[src/rtl/julia_pkg.sv]
// Shared widths, escape threshold and FSM encoding for the Julia escape-time engine.
// Components are signed Q4.14, so products are Q8.28 and |z|^2 >= 4 compares against 4<<28.
package julia_pkg;

    localparam int DW     = 18;
    localparam int FRAC   = 14;
    localparam int ITER_W = 8;
    localparam int XW     = 10;
    localparam int YW     = 9;

    localparam logic signed [2*DW:0] ESC_THRESH = (2*DW+1)'(4) << (2*FRAC);

    typedef enum logic [1:0] {
        IDLE = 2'd0,
        ITER = 2'd1,
        DONE = 2'd2
    } state_t;

endpackage

[src/rtl/julia_cmul_step.sv]
// One combinational Julia step: next z = z^2 + c, plus the |z|^2 >= 4 escape flag.
// Products are kept at full precision; the new z wraps to DW bits without saturation.
module julia_cmul_step
    import julia_pkg::*;
(
    input  logic signed [DW-1:0] zr,
    input  logic signed [DW-1:0] zi,
    input  logic signed [DW-1:0] cr,
    input  logic signed [DW-1:0] ci,
    output logic signed [DW-1:0] zr_next,
    output logic signed [DW-1:0] zi_next,
    output logic                 esc
);

    logic signed [2*DW-1:0] p_rr;
    logic signed [2*DW-1:0] p_ii;
    logic signed [2*DW-1:0] p_ri;
    logic signed [2*DW:0]   mag;
    logic signed [2*DW:0]   diff;
    logic signed [2*DW:0]   dbl;

    assign p_rr = zr * zr;
    assign p_ii = zi * zi;
    assign p_ri = zr * zi;

    // One extra bit so the sum of two squares and the doubled cross term cannot overflow
    assign mag  = (2*DW+1)'(p_rr) + (2*DW+1)'(p_ii);
    assign diff = (2*DW+1)'(p_rr) - (2*DW+1)'(p_ii);
    assign dbl  = {p_ri, 1'b0};

    assign esc     = (mag >= ESC_THRESH);
    assign zr_next = DW'(diff >>> FRAC) + cr;
    assign zi_next = DW'(dbl >>> FRAC) + ci;

endmodule

[src/rtl/julia_iter_engine.sv]
// Per-pixel escape-time iterator: accepts a pixel and z0, iterates z <- z^2 + c,
// and returns the escape count with the pixel address over a valid/ready handshake.
//
// state | meaning
// IDLE  | ready for a pixel; latches address, z0 and limit on in_valid
// ITER  | one z update per cycle until escape or count reaches the limit
// DONE  | result presented and held until out_ready
module julia_iter_engine
    import julia_pkg::*;
(
    input  logic                     clk_50,
    input  logic                     reset,
    input  logic signed [DW-1:0]     c_re,
    input  logic signed [DW-1:0]     c_im,
    input  logic        [ITER_W-1:0] max_iter,
    input  logic                     in_valid,
    output logic                     in_ready,
    input  logic        [XW-1:0]     in_x,
    input  logic        [YW-1:0]     in_y,
    input  logic signed [DW-1:0]     in_zre,
    input  logic signed [DW-1:0]     in_zim,
    output logic                     out_valid,
    input  logic                     out_ready,
    output logic        [XW-1:0]     out_x,
    output logic        [YW-1:0]     out_y,
    output logic        [ITER_W-1:0] out_iter,
    output logic                     busy
);

    state_t                 state;
    state_t                 state_nxt;
    logic signed [DW-1:0]   zr;
    logic signed [DW-1:0]   zi;
    logic signed [DW-1:0]   zr_nxt;
    logic signed [DW-1:0]   zi_nxt;
    logic                   esc;
    logic                   finish_hit;
    logic [ITER_W-1:0]      cnt;
    logic [ITER_W-1:0]      lim;
    logic [XW-1:0]          px;
    logic [YW-1:0]          py;

    julia_cmul_step u_step (
        .zr      (zr),
        .zi      (zi),
        .cr      (c_re),
        .ci      (c_im),
        .zr_next (zr_nxt),
        .zi_next (zi_nxt),
        .esc     (esc)
    );

    // Escape is tested before the limit and before any update, so a count of
    // max_iter is reported without ever incrementing past it.
    assign finish_hit = esc || (cnt == lim);

    always_comb begin
        state_nxt = state;
        in_ready  = 1'b0;
        out_valid = 1'b0;
        busy      = 1'b0;
        case (state)
            IDLE: begin
                in_ready = 1'b1;
                if (in_valid) begin
                    state_nxt = ITER;
                end
            end
            ITER: begin
                busy = 1'b1;
                if (finish_hit) begin
                    state_nxt = DONE;
                end
            end
            DONE: begin
                busy      = 1'b1;
                out_valid = 1'b1;
                if (out_ready) begin
                    state_nxt = IDLE;
                end
            end
            default: state_nxt = IDLE;
        endcase
    end

    always_ff @(posedge clk_50 or negedge reset) begin
        if (!reset) begin
            state <= IDLE;
        end else begin
            state <= state_nxt;
        end
    end

    always_ff @(posedge clk_50 or negedge reset) begin
        if (!reset) begin
            zr       <= '0;
            zi       <= '0;
            cnt      <= '0;
            lim      <= '0;
            px       <= '0;
            py       <= '0;
            out_x    <= '0;
            out_y    <= '0;
            out_iter <= '0;
        end else begin
            case (state)
                IDLE: begin
                    if (in_valid) begin
                        zr  <= in_zre;
                        zi  <= in_zim;
                        px  <= in_x;
                        py  <= in_y;
                        lim <= max_iter;
                        cnt <= '0;
                    end
                end
                ITER: begin
                    if (finish_hit) begin
                        out_iter <= cnt;
                        out_x    <= px;
                        out_y    <= py;
                    end else begin
                        zr  <= zr_nxt;
                        zi  <= zi_nxt;
                        cnt <= cnt + 1'b1;
                    end
                end
                default: ;
            endcase
        end
    end

endmodule

[config.mk]
export PLATFORM = sky130hd
export DESIGN_NAME = julia_iter_engine
export DESIGN_NICKNAME = d
export VERILOG_FILES = /design/src/rtl/julia_pkg.sv /design/src/rtl/julia_cmul_step.sv /design/src/rtl/julia_iter_engine.sv
export SDC_FILE = /design/constraint.sdc
export NUM_CORES = 2
export LEC_CHECK = 0
export CORE_AREA = 3 3 369 280
export CTS_BUF_LIST = sky130_fd_sc_hd__clkbuf_2 sky130_fd_sc_hd__clkbuf_4 sky130_fd_sc_hd__clkbuf_8
export CTS_CLUSTER_SIZE = 12
export DETAILED_ROUTE_END_ITERATION = 16
export DIE_AREA = 0 0 372 283
export GPL_TIMING_DRIVEN = 0
export SYNTH_ARGS = -nofsm -noshare
export SYNTH_HDL_FRONTEND = slang
export SYNTH_HIERARCHICAL = 1
export SYNTH_SLANG_ARGS = --single-unit
[constraint.sdc]
create_clock -name clk_50 -period 10.95 [get_ports clk_50]
set_input_delay 2.19 -clock clk_50 [delete_from_list [all_inputs] [get_ports clk_50]]
set_output_delay 2.19 -clock clk_50 [all_outputs]
set_load 0.05 [all_outputs]
# [After elaboration in Yosys (flattened, before gate mapping)]
# Index checks and enable logic that the tools add are counted.
[op_classes] add_sub_neg=5 multipliers=3 order_cmp=1 eq_ne=7 n_mux=16 n_reduce_logical=8
[ops] op="multiplier 18 x 18 -> 36 bit" count=2
[ops] op="two-way mux 18 bit" count=4
[ops] op="one-hot mux 18 bit (2 select lines)" count=2
[ops] op="adder 36 x 36 -> 37 bit" count=1
[ops] op=">= comparator 37 x 32 -> 1 bit, second input constant" count=1
[ops] op="adder 18 bit" count=2
[ops] op="subtractor 32 bit" count=1
[ops] op="multiplier 18 x 18 -> 31 bit" count=1
[ops] op="two-way mux 8 bit" count=2
[ops] op="one-hot mux 8 bit (2 select lines)" count=1
[ops] op="adder 8 x 1 -> 8 bit, second input constant" count=1
[ops] op="== test 8 bit" count=1
[ops] op="!= test 2 bit, second input constant" count=4
[ops] op="two-way mux 2 bit" count=3
[ops] op="one-hot mux 2 bit (3 select lines)" count=1
[ops] op="AND reduction 3 bit" count=2
[ops] op="AND reduction 2 bit" count=2
[ops] op="two-way mux 1 bit" count=3
[ops] op="== test 2 x 1 -> 1 bit, second input constant" count=1
[ops] op="== test 2 bit, second input constant" count=1
[ops] op="zero test 2 bit" count=1
[ops] op="nonzero test 2 bit" count=1
[ops] op="OR reduction 2 bit" count=1
[ops] op="logical OR 1 bit" count=1
[totals] reg_bits=100 input_bits=103 output_inout_bits=30

# [Logic depth before layout (Yosys ltp)]
[logic_depth] ltp_word=6 ltp_mapped=47

# [Hierarchy]
# The synthesis kept the hierarchy.
[by_module_without_submodules] module="julia_cmul_step" instances=1 cells_per_inst=3989 area_per_inst_um2=35400.2 seq_area_each_um2=0.0
[by_module_without_submodules] module="julia_iter_engine" instances=1 cells_per_inst=326 area_per_inst_um2=4450.5 seq_area_each_um2=2502.4

# [Worst setup path after synthesis]
# Ideal clock, no wire load.
[synth_path] path_kind="flip-flop to flip-flop" start="reg zi[3]" end="reg zr[17]" t_arrival_ns=8.801 t_required_ns=10.824 path_slack_ns=2.023 stages_incl_launch_ff=41 synth_period_minus_slack_ns=8.927 cell_sequence="dfrtp_1 -> clkbuf_1 -> clkbuf_1 -> nand2_1 -> fa_1 -> fa_1 -> fa_1 -> fa_1 -> inv_1 -> fa_1 -> inv_1 -> fa_1 -> inv_1 -> ha_1 -> nor2_1 -> a21oi_1 -> o21ai_0 -> and2_1 -> [5 not listed] -> or2_0 -> o22a_1 -> a21oi_1 -> o41ai_2 -> a21oi_2 -> o21ai_1 -> a21oi_1 -> nor2_1 -> xnor2_1 -> ha_1 -> or2_2 -> o31ai_1 -> nor4_1 -> o31a_1 -> nor2_1 -> xnor2_1 -> xnor2_1 -> a221o_1"
[synth_lines] item="start, declared" line_no="julia_iter_engine.sv:33" rtl="logic signed [DW-1:0] zi;"
[synth_lines] item="start signal, assigned" line_no="julia_iter_engine.sv:110" rtl="zi <= in_zim;"
[synth_lines] item="start signal, assigned" line_no="julia_iter_engine.sv:124" rtl="zi <= zi_nxt;"
[synth_lines] item="multiplier 18 x 18 -> 36 bit" line_no="julia_cmul_step.sv:23" rtl="assign p_ii = zi * zi;"
[synth_lines] item="subtractor 32 bit" line_no="julia_cmul_step.sv:28" rtl="assign diff = (2*DW+1)'(p_rr) - (2*DW+1)'(p_ii);"
[synth_lines] item="adder 18 bit" line_no="julia_cmul_step.sv:32" rtl="assign zr_next = DW'(diff >>> FRAC) + cr;"
[synth_lines] item="net zr_nxt[17]" line_no="julia_iter_engine.sv:34" rtl="logic signed [DW-1:0] zr_nxt;"
[synth_lines] item="two-way mux 18 bit" line_no="julia_iter_engine.sv:118" rtl="if (finish_hit) begin"
[synth_lines] item="one-hot mux 18 bit (2 select lines)" line_no="julia_iter_engine.sv:106" rtl="case (state)"
[synth_lines] item="end signal, assigned" line_no="julia_iter_engine.sv:109" rtl="zr <= in_zre;"
[synth_lines] item="end signal, assigned" line_no="julia_iter_engine.sv:123" rtl="zr <= zr_nxt;"
[synth_lines] item="end, declared" line_no="julia_iter_engine.sv:32" rtl="logic signed [DW-1:0] zr;"
# The timed path passes the listed nets, and every way through them passes these cells. The select of a mux whose other input is x is not followed.
# A chain may end at the register's enable or synchronous reset.

# [Worst setup path in the final report]
[layout_path] start="reg zi[15]" end="reg zi[9]"
[layout_via] elab_chain_cells=6
[layout_lines] item="multiplier 18 x 18 -> 36 bit" line_no="julia_cmul_step.sv:23"
[layout_lines] item="adder 36 x 36 -> 37 bit" line_no="julia_cmul_step.sv:27" rtl="assign mag = (2*DW+1)'(p_rr) + (2*DW+1)'(p_ii);"
[layout_lines] item=">= comparator 37 x 32 -> 1 bit" line_no="julia_cmul_step.sv:31" rtl="assign esc = (mag >= ESC_THRESH);"
[layout_lines] item="net esc" line_no="julia_iter_engine.sv:36" rtl="logic esc;"
[layout_lines] item="logical OR 1 bit" line_no="julia_iter_engine.sv:55" rtl="assign finish_hit = esc || (cnt == lim);"
[layout_lines] item="!= test 2 bit (no line)"
[layout_lines] item="AND reduction 3 bit (no line)"
# The timed path passes the listed nets, and every way through them passes these cells. The select of a mux whose other input is x is not followed.

==> flow_summary.ini <==
[timing]
max_freq_ghz = 0.0935
period_share = 0.977
fin_tns_setup_ns = 0
max_slew_margin = 0.192
layout_min_cycle_time_ns = 10.70
setup_ws_ns = 0.250
tightest_slew_ns = 1.21
setup_violations = 0
hold_viol = 0
fin_skew_ns = 0.0361
finalMaxSlewViolations = 0

[logic_synthesis]
synth_compound_area_frac = 0.0725
syn-cell-area_um2 = 39900
synth.mux.area_fraction = 0.0186
synth.net_count = 5688
synth_top_family_by_area = adder cells
ys_async_sr_fraction = 1.00
synth-xor-area-share = 0.0411
yosys.area_share.simple = 0.114
synth.distinct_cells = 88
syn_avg_cell_area_um2 = 9.24
synthesis.instances = 4315
synth-seq-cells = 100
synthAdderAreaFrac = 0.564
synth-main-ff-cell = dfrtp_1
yosysSeqAreaShare = 0.0628
yosys_warnings = 6
synth_edf_count = 0

[cts]
cts_buffer_depth = 2
cts_buffers = 9
clk_pin_slew_ns = 0.14
cts_tree = built
htree_levels = 3
clockRootBuffer = clkbuf_8
worst_skew_pair.late_latency_ns = 0.45
cts.sinks = 100

[layout]
utilization = 0.441
regArea_um2 = 2510
final_common_cell = inv_1
final_layout_size_suffix_gt1_frac = 0.0695
area_delta_synth_final_pct = 10.1
final_cell_mix = 1151 x inv_1, 879 x fa_1, 450 x nand2_1, 387 x ha_1, 214 x and2_1
final_net_count = 5844
multiInputGateArea_um2 = 32700
fillers = 9806

[worst_setup_path]
cpPeakStageDelay_ns = 0.54
worstPathRequired_ns = 11.28
cpMaxStageDelayCell = a311oi_4
path_max_fanout = 10
cp-start-kind = flop
reg2reg_slack_ns = 0.25
path_class = reg -> reg
crit_top_cell = fa_1
critPathArrivalTime_ns = 11.03
end_kind = flop

[floorplanning]
die_area_um2 = 105000
initial_utilization = 0.401
core_um2 = 99500
die_w_um = 372
die_height_um = 283
pin_count = 133
rows = 100

[global_routing]
grt_pass1_wl_um = 193000
first_global_vias = 30900
antenna_found_initial = 8
grt_use_total = 0.244
grt_max_degree = 81
gr-total-overflow = 0

[detailed_routing]
via_per_inst = 5.09
first_iter_violations = 2655
routedWlPerCell_um = 21.4
routed_wl_um = 124000
via_count = 29600
firstDrtPassIters = 5
drc = 0
final_antenna_net_count = 0

[placement]
globalplace.congestion = 0.962
buffer_ports.inserted = 132
dp_hpwl_um = 106000
dp_worst_setup_slack_ns = -1.41

[run_status]
status = completed

[flow_run]
max_cap_violations = 0

[hold_path]
hp-class = reg -> reg
[layer usage]
layer	wire, um	part of all wire	vias to the layer above	track usage
met5	74	0.00060	-	0.00229
li1	-	-	13200	-
met3	15500	0.12	94	0.0826
met4	2330	0.019	4	0.0418
met2	49700	0.40	1267	0.331
met1	56600	0.46	15000	0.377
[layout make-up]
type	count	share of cell area
multi-input combinational	2899	0.746
inverter	1163	0.100
sequential	100	0.0573
tap	1326	0.0378
timing repair buffer	149	0.0339
buffer	149	0.0207
clock buffer	10	0.00314
clock inverter	6	0.00140
antenna	1	0.0000570
[state kept, by name, indices dropped and copies added (netlist names)]
name      cells
out_iter      8
py            9
zi           18
out_y         9
zr           18
state         2
px           10
out_x        10
cnt           8
lim           8
[stage by stage]
stage / instances / hold slack [ns] / cell area, um2
after detailed placement: 5776 / 0.489 / 42900
after floorplan: 4315 / 0.476 / 39900
after CTS: 5793 / 0.515 / 43300
after global placement: 5773 / 0.480 / 42800
after global routing: 5802 / 0.523 / 43900
final: 5803 / 0.513 / 43900
[worst paths after layout]
check	from	to	depth (start not counted)
hold / removal	px[3]	out_x[3]	1
setup / recovery	zi[15]	zi[9]	36
hold reg to reg	px[3]	out_x[3]	1
min in group asynchronous	reset	zr[11]	1
setup reg to reg	zi[15]	zi[9]	36
max in group asynchronous	reset	zi[5]	2
[logic make-up after synthesis]
kind of cell	Yosys count
fa+ha+maj	1270
compound gates	413
mux	58
simple gates	972
flops	100
buf+inv	1316
xor+xnor	186
[Yosys cell counts, types with 4 or more instances]
master	n	area (um2)
a211oi_1	14	105
a21boi_0	4	30.0
a21o_1	48	360
a21oi_1	115	576
a221o_1	39	390
a31oi_1	12	75.1
a41o_1	4	40.0
and2_1	216	1350
and3_1	11	68.8
buf_1	8	30.0
buf_4	5	37.5
buf_6	11	124
clkbuf_1	126	473
clkinv_1	6	22.5
dfrtp_1	100	2500
fa_1	879	17600
ha_1	391	4890
inv_1	1155	4340
mux2_2	29	327
mux2_4	25	375
nand2_1	450	1690
nand2b_1	22	138
nand3_1	20	100
nand4_1	10	62.6
nor2_1	159	597
nor2b_1	20	125
nor3_1	26	130
nor4_1	8	50.1
nor4b_1	4	35.0
o211ai_1	11	82.6
o21a_1	20	150
o21ai_0	52	260
o21ai_1	14	70.1
o21bai_1	17	128
o31a_1	5	43.8
o31ai_1	9	67.6
or2_2	6	37.5
or3_1	5	31.3
xnor2_1	127	1110
xor2_1	58	508
[critical path: cells and delay by family, from the launching register on]
kind / cells / cell delay, ns
XOR/XNOR: 2 / 0.37
AND/OR/NAND/NOR: 9 / 2.07
buffers and inverters: 8 / 1.28
adder cells (fa/ha/maj): 8 / 3.79
AO/OA/AOI/OAI: 9 / 2.55
flip-flops: 1 / 0.48
[timing repair]
action,in CTS,in global routing
hold endpoints to repair,0,0
gates resized for setup,118,186
cloned,0,0
pin swaps,2,10
hold buffers,0,0
setup buffers,3,11
setup endpoints to repair,73,73
Power is left out: the tool's default activity adds up to more than one toggle a clock period on the data nets, which glitch-free logic cannot reach.
